==> config.mk <==
export PLATFORM = sky130hd
export DESIGN_NAME = multicycle_controller
export DESIGN_NICKNAME = d
export VERILOG_FILES = /design/src/rtl/multicycle_controller.sv
export SDC_FILE = /design/constraint.sdc
export NUM_CORES = 1
export LEC_CHECK = 0
export CORE_MARGIN = 2
export CORE_UTILIZATION = 49
export DETAILED_ROUTE_END_ITERATION = 10
export PLACE_DENSITY = 0.85
export SYNTH_ARGS = -nofsm -noshare
export SYNTH_HDL_FRONTEND = slang
export SYNTH_SLANG_ARGS = --single-unit
export TNS_END_PERCENT = 20
==> constraint.sdc <==
create_clock -name clk -period 2.45 [get_ports clk]
set_input_delay 0.49 -clock clk [delete_from_list [all_inputs] [get_ports clk]]
set_output_delay 0.49 -clock clk [all_outputs]
set_load 0.02 [all_outputs]
==> src/rtl/multicycle_controller.sv <==
// Multicycle MIPS-subset control FSM: decodes op/funct into datapath strobes, waits on mem_ready.
// Memory waits are bounded by TIMEOUT; a timeout or an undecodable instruction parks the FSM in ERROR until reset.
module multicycle_controller #(
  parameter int TIMEOUT = 15
) (
  input  logic       clk,
  input  logic       reset,
  input  logic [5:0] op,
  input  logic [5:0] funct,
  input  logic       zero,
  input  logic       mem_ready,
  output logic       iord,
  output logic       memread,
  output logic       memwrite,
  output logic       irwrite,
  output logic       pcen,
  output logic       regwrite,
  output logic       regdst,
  output logic       memtoreg,
  output logic       alusrca,
  output logic [1:0] alusrcb,
  output logic [1:0] pcsrc,
  output logic [2:0] alucontrol,
  output logic [3:0] state,
  output logic       illegal
);

  typedef enum logic [3:0] {
    S_FETCH   = 4'd0,
    S_DECODE  = 4'd1,
    S_MEMADR  = 4'd2,
    S_MEMRD   = 4'd3,
    S_MEMWB   = 4'd4,
    S_MEMWR   = 4'd5,
    S_RTYPEEX = 4'd6,
    S_ALUWB   = 4'd7,
    S_BEQ     = 4'd8,
    S_ADDIEX  = 4'd9,
    S_ADDIWB  = 4'd10,
    S_JUMP    = 4'd11,
    S_ERROR   = 4'd15
  } state_e;

  localparam logic [7:0] TMO = 8'(TIMEOUT);

  state_e     state_q, state_d;
  logic [7:0] wait_cnt_q, wait_cnt_d;
  logic       illegal_q, illegal_d;
  logic       waiting;
  logic       rfn_ok;
  logic [2:0] rfn_alu;

  always_comb begin
    rfn_ok  = 1'b1;
    rfn_alu = 3'b010;
    case (funct)
      6'b100000: rfn_alu = 3'b010;
      6'b100010: rfn_alu = 3'b110;
      6'b100100: rfn_alu = 3'b000;
      6'b100101: rfn_alu = 3'b001;
      6'b101010: rfn_alu = 3'b111;
      default:   rfn_ok  = 1'b0;
    endcase
  end

  always_comb begin
    state_d    = state_q;
    iord       = 1'b0;
    memread    = 1'b0;
    memwrite   = 1'b0;
    irwrite    = 1'b0;
    pcen       = 1'b0;
    regwrite   = 1'b0;
    regdst     = 1'b0;
    memtoreg   = 1'b0;
    alusrca    = 1'b0;
    alusrcb    = 2'b00;
    pcsrc      = 2'b00;
    alucontrol = 3'b000;
    waiting    = 1'b0;
    case (state_q)
      S_FETCH: begin
        memread    = 1'b1;
        alusrcb    = 2'b01;
        alucontrol = 3'b010;
        irwrite    = mem_ready;
        pcen       = mem_ready;
        waiting    = 1'b1;
        if (mem_ready) state_d = S_DECODE;
      end
      S_DECODE: begin
        alusrcb    = 2'b11;
        alucontrol = 3'b010;
        case (op)
          6'b100011, 6'b101011: state_d = S_MEMADR;
          6'b000000:            state_d = rfn_ok ? S_RTYPEEX : S_ERROR;
          6'b000100:            state_d = S_BEQ;
          6'b001000:            state_d = S_ADDIEX;
          6'b000010:            state_d = S_JUMP;
          default:              state_d = S_ERROR;
        endcase
      end
      S_MEMADR: begin
        alusrca    = 1'b1;
        alusrcb    = 2'b10;
        alucontrol = 3'b010;
        state_d    = (op == 6'b100011) ? S_MEMRD : S_MEMWR;
      end
      S_MEMRD: begin
        iord    = 1'b1;
        memread = 1'b1;
        waiting = 1'b1;
        if (mem_ready) state_d = S_MEMWB;
      end
      S_MEMWB: begin
        regwrite = 1'b1;
        memtoreg = 1'b1;
        state_d  = S_FETCH;
      end
      S_MEMWR: begin
        iord     = 1'b1;
        memwrite = 1'b1;
        waiting  = 1'b1;
        if (mem_ready) state_d = S_FETCH;
      end
      S_RTYPEEX: begin
        alusrca    = 1'b1;
        alucontrol = rfn_alu;
        state_d    = S_ALUWB;
      end
      S_ALUWB: begin
        regwrite = 1'b1;
        regdst   = 1'b1;
        state_d  = S_FETCH;
      end
      S_BEQ: begin
        alusrca    = 1'b1;
        alucontrol = 3'b110;
        pcsrc      = 2'b01;
        pcen       = zero;
        state_d    = S_FETCH;
      end
      S_ADDIEX: begin
        alusrca    = 1'b1;
        alusrcb    = 2'b10;
        alucontrol = 3'b010;
        state_d    = S_ADDIWB;
      end
      S_ADDIWB: begin
        regwrite = 1'b1;
        state_d  = S_FETCH;
      end
      S_JUMP: begin
        pcsrc   = 2'b10;
        pcen    = 1'b1;
        state_d = S_FETCH;
      end
      S_ERROR: state_d = S_ERROR;
      default: state_d = S_ERROR;
    endcase

    // This cycle is wait number wait_cnt_q+1; mem_ready on the last allowed cycle still wins.
    if (waiting && !mem_ready && (wait_cnt_q == TMO - 8'd1)) state_d = S_ERROR;
    wait_cnt_d = (waiting && !mem_ready) ? wait_cnt_q + 8'd1 : 8'd0;
    illegal_d  = illegal_q | (state_d == S_ERROR);

    if (reset) begin
      memread  = 1'b0;
      memwrite = 1'b0;
      irwrite  = 1'b0;
      pcen     = 1'b0;
      regwrite = 1'b0;
    end
  end

  always_ff @(posedge clk) begin
    if (reset) begin
      state_q    <= S_FETCH;
      wait_cnt_q <= 8'd0;
      illegal_q  <= 1'b0;
    end else begin
      state_q    <= state_d;
      wait_cnt_q <= wait_cnt_d;
      illegal_q  <= illegal_d;
    end
  end

  assign state   = state_q;
  assign illegal = illegal_q;

endmodule

Yosys cells after proc, flatten, opt, wreduce, memory -nomap -nowiden

Index checks and enable logic that the tools add are counted.

Reduce and logical (&&, ||, !) cells: 16
Equality and inequality tests: 23
Mux-type cells: 28
Bitwise logic cells: 2
Add/sub/neg operators: 1

Operators with widths:

| cell                | number |
|---|---|
| $eq 6x6->1 const B  | 7 |
| $pmux 4 s8          | 1 |
| $eq 4x4->1 const B  | 5 |
| $mux 4              | 5 |
| $pmux 4 s5          | 1 |
| $eq 4x3->1 const B  | 4 |
| $mux 1              | 15 |
| $pmux 3 s4          | 1 |
| $reduce_or 2->1     | 5 |
| $reduce_or 5->1     | 2 |
| $pmux 3 s3          | 1 |
| $add 8x1->8 const B | 1 |
| $eq 4x2->1 const B  | 2 |
| $eq 8x4->1 const B  | 1 |
| $reduce_or 4->1     | 2 |
| $eq 6x2->1 const B  | 1 |
| $eq 6x3->1 const B  | 1 |
| $eq 6x4->1 const B  | 1 |
| $logic_not 6->1     | 1 |
| $pmux 2 s3          | 1 |
| $reduce_or 3->1     | 2 |
| $eq 4x1->1 const B  | 1 |
| $logic_not 4->1     | 1 |
| $pmux 2 s2          | 1 |
| other kinds (6)     | 7 |

Input port bits: 16
Bits in registers: 13

Depth between registers and ports, before layout

Depth in word-level cells: 9
Depth in mapped cells: 6
Mapped depth without buffers: 6

Worst setup path before layout

OpenSTA, ideal clock, no wires.

Path kind: reg-to-output
Start point: reg state_q[0], in the netlist state[0]
End point: out regwrite
Path buffers: 2
Data arrival time: 1.695 ns
Setup slack: 0.265 ns
Data required time: 1.960 ns
Stages on the path, launching flop included: 6
Cells stage by stage: dfxtp_1 -> buf_2 -> buf_1 -> nor3_1 -> a21oi_1 -> nor2_1

Cells in the longest elaborated chain, start to end: 4

Ends and longest elaborated chain:

| what                                            | RTL line | text |
|---|---|---|
| start, declared                                 | 46       | `state_e state_q, state_d;` |
| start signal, assigned                          | 182      | `state_q <= state_d;` |
| $eq 4x4->1 / $eq 4x3->1 (equally long branches) | 81       | `case (state_q)` |
| $reduce_or 3->1 (no source line) *              | --       |  |
| $mux 1 *                                        | 81       |  |
| $mux 1 *                                        | 167      | `if (reset) begin` |
| end, declared                                   | 17       | `output logic regwrite,` |

Every way passes the cells marked *; elsewhere a longest branch is shown, timed or not.

Worst setup path after layout

Start point: in reset
End point: out memwrite

Cells in the longest elaborated chain, start to end: 1

Ends and longest elaborated chain:

| what            | RTL line | text |
|---|---|---|
| start, declared | 7        | `input logic reset,` |
| $mux 1          | 167      |  |
| end, declared   | 14       | `output logic memwrite,` |

Every way passes these cells.

==> results by group <==
Placed design
  – DP Cell Count: just over 200
  – Pre-CTS setup slack: -194 ps
  – Gp weighted congestion: 0.834
  – Buffers on Ports: 36
  – DP HPWL: 2.40 mm

Clock network
  – Clock Tree Buf Depth: 2
  – CTS sink count: 13
  – CTS Buf Count: 3
  – H-tree depth: 1
  – Reg clk slew, reported paths: around 80 ps
  – CTS tree: built
  – Clk Latency, worst-skew pair: roughly 280 ps
  – Post-CTS Setup Bufs: 0
  – CTS root buffer: clkbuf_4

Worst setup path
  – FF-to-FF End: state[0]
  – Top fanout value on the critical path: 5
  – CP required: 1960 ps
  – Worst EP arrival: 1880 ps
  – FF-to-FF Start: state[3]
  – Kind of critical path: input port to output port
  – CP startpoint kind: input port
  – R2R Setup Slk: between 700 and 800 ps
  – FF-to-FF path depth: 6
  – Crit end category: output port

STA
  – Endpoints failing setup: 0
  – Fin Clk Skew: around 4.4 ps
  – Slew headroom: between 70% and 80%
  – Setup_tns: 0 ps
  – Fin crit share: around 97%
  – Post-route setup slack: around 78 ps
  – Min cycle time layout: about 2400 ps
  – Min Hold Slack: slightly below 500 ps
  – Fmax achieved: approximately 420 MHz
  – Fin. Hold Viols: 0
  – Slew @ Worst Pin: between 400 and 500 ps
  – Max Slew Vio Count: 0
  – RSZ-0062 raised after global routing: yes

Route
  – Routed Antenna Nets: 0
  – Routed vias/inst: between 5 and 6
  – WL per Instance: between 10 and 15 um
  – Initial drt markers: 38
  – Routed wire length: roughly 3.1 mm
  – Via count: 1181
  – First-pass iteration count of the detailed router: 4
  – DRC: 0

Yosys
  – Post-synth EDFFs: 0
  – Post-Syn Area: between 1000 and 1500 um^2
  – Yosys Warn Count: 0
  – Top_reg_cell synth: dfxtp_1
  – Most frequent cell after synthesis: nor2_1
  – Adder-cell share of the synthesized area: ~2.3%
  – Largest cells by area after synthesis: dfxtp_1, nor2_1, a21oi_1
  – Dominant cell type by area after synthesis: dfxtp_1
  – Syn Inst Count: 138
  – Sequential share of the synthesized area: 23.9%
  – Post-Syn Nets: ~160
  – Avg Cell Area, Syn: about 7.9 um^2
  – Post-synthesis mux area share: under 10%
  – Synth Area in Simple Gates: around 37%
  – Complex-gate fraction of the synthesized area: 18.2%
  – Synth async-reset ratio: 0%
  – Largest family of logic cells by synthesized area: simple AND/OR/NAND/NOR gates
  – Yosys cell types: 46
  – Yosys reg bits: 13
  – Yosys top cell area share: a little under a quarter
  – Top post-synthesis cells by count: nor2_1, dfxtp_1, a21oi_1, nor3_1, nand3_1
  – Post-Synth XOR/XNOR Area: under 10%

Finish
  – Layout cells sized above 1: between 10% and 20%
  – Synthesis-to-layout area growth: 38.5%
  – Cell Count, Final, Fillers Out: approximately 200
  – Diode count: 0
  – Fin nets: around 200
  – Final Util: between 70% and 80%

Global routing
  – Initial antenna violation count: 0
  – GRT Util Overall: a little over a quarter
  – Vias in the first global route: 1154
  – First-pass GRT wire length: 5.15 mm
  – Largest net degree at the start of global routing: 16
  – Grt ovf: 0

Hold path
  – Hold/Removal Path Class: flop to flop
  – Hold Crit Start: wait_cnt_q[0]
  – Hold Crit Endpoint: wait_cnt_q[0]
  – WHS Path Cells: 1

Floorplanning
  – Die width: 51.2 um
  – DIE HEIGHT: between 50 and 60 um
  – Io pins: 37
  – Core Rows: 17
  – Total die area: between 2000 and 3000 um^2
  – Initial Utilization: slightly above 50%
  – Core area: 2150 um^2

Run
  – Max cap viols: 0

Power and ir drop
  – Leakage: around 0.58 nW
  – Maximum vdd drop: 0.000674 V
  – PwrDens: 951 nW/um^2

Status
  – Run status: finished, final reports clean
[layer usage]
layer | vias up | global-route usage, % | routed length (um)
li1 | 577 | - | -
met1 | 540 | 31.0 | 1240
met2 | 49 | 44.4 | 1550
met3 | 15 | 2.34 | 146
met4 | 0 | 18.9 | 125
met5 | - | 0 | 0
[kinds of logic (layout without fill, tap and decap cells)]
logic type	after synthesis	after routing
multiplexers	3	3
AO/OA/AOI/OAI	30	30
XOR/XNOR	9	9
buffers and inverters	13	53
AND/OR/NAND/NOR	68	68
flip-flops	13	13
adder cells (fa/ha/maj)	2	2
[how the worst max path moves through the flow]
stage                        start  slack, ps       endpoint
final                        reset         80       memwrite
after global routing      state[3]        -20       regwrite
after CTS                    reset         10        irwrite
after detailed placement  funct[5]       -190  alucontrol[0]
after global placement    funct[5]       -110  alucontrol[0]
after floorplan           state[0]        260       regwrite
[final cells by class]
| cell class | instances | area, um^2 |
|---|---|---|
| inverters | 3 | 11.3 |
| flip-flops and latches | 13 | 262 |
| multi-input cells | 112 | 739 |
| clock buffers | 4 | 26.3 |
| repair buffers | 46 | 438 |
| fillers | 179 | 637 |
| well taps | 28 | 35.0 |
[report_power, final]
part           switching, mW  internal (mW)
clock                 0.0688         0.0632
combinational          0.534          0.454
sequential            0.0650          0.252
[registers in the layout, indices dropped and copies added, names as in the netlist]
| signal | flops |
|---|---|
| state | 4 |
| wait_cnt_q | 8 |
| illegal | 1 |
[critical path: stages]
cell             delay [ps]
clkdlybuf4s50_1         500
nor3_1                  250
clkdlybuf4s50_1         640
[layout by cell type, fill, tap and decap left out, drive strengths merged, types with 5 or more instances in the layout]
master,instances
clkdlybuf4s50,29
nor2,18
dfxtp,13
buf,10
a21oi,10
nor3,10
nand3,8
nand2b,8
nor3b,6
nand2,5
xnor2,5
o21ai,5
[through the flow]
| step | power, mW | cell area [um^2] |
|---|---|---|
| after global routing | 1.53 | 1510 |
| after global placement | 1.28 | 1470 |
| after floorplan | 0.974 | 1090 |
| after CTS | 1.43 | 1500 |
| after detailed placement | 1.32 | 1470 |
| final | 1.44 | 1510 |
[timing repair]
action / CTS / global route
gates resized for setup: 5 / 5
pin swaps: 0 / 0
endpoints found under the setup margin: 4 / 6
hold buffers: 0 / 0
No activity file was read; power rests on OpenSTA's default activity.
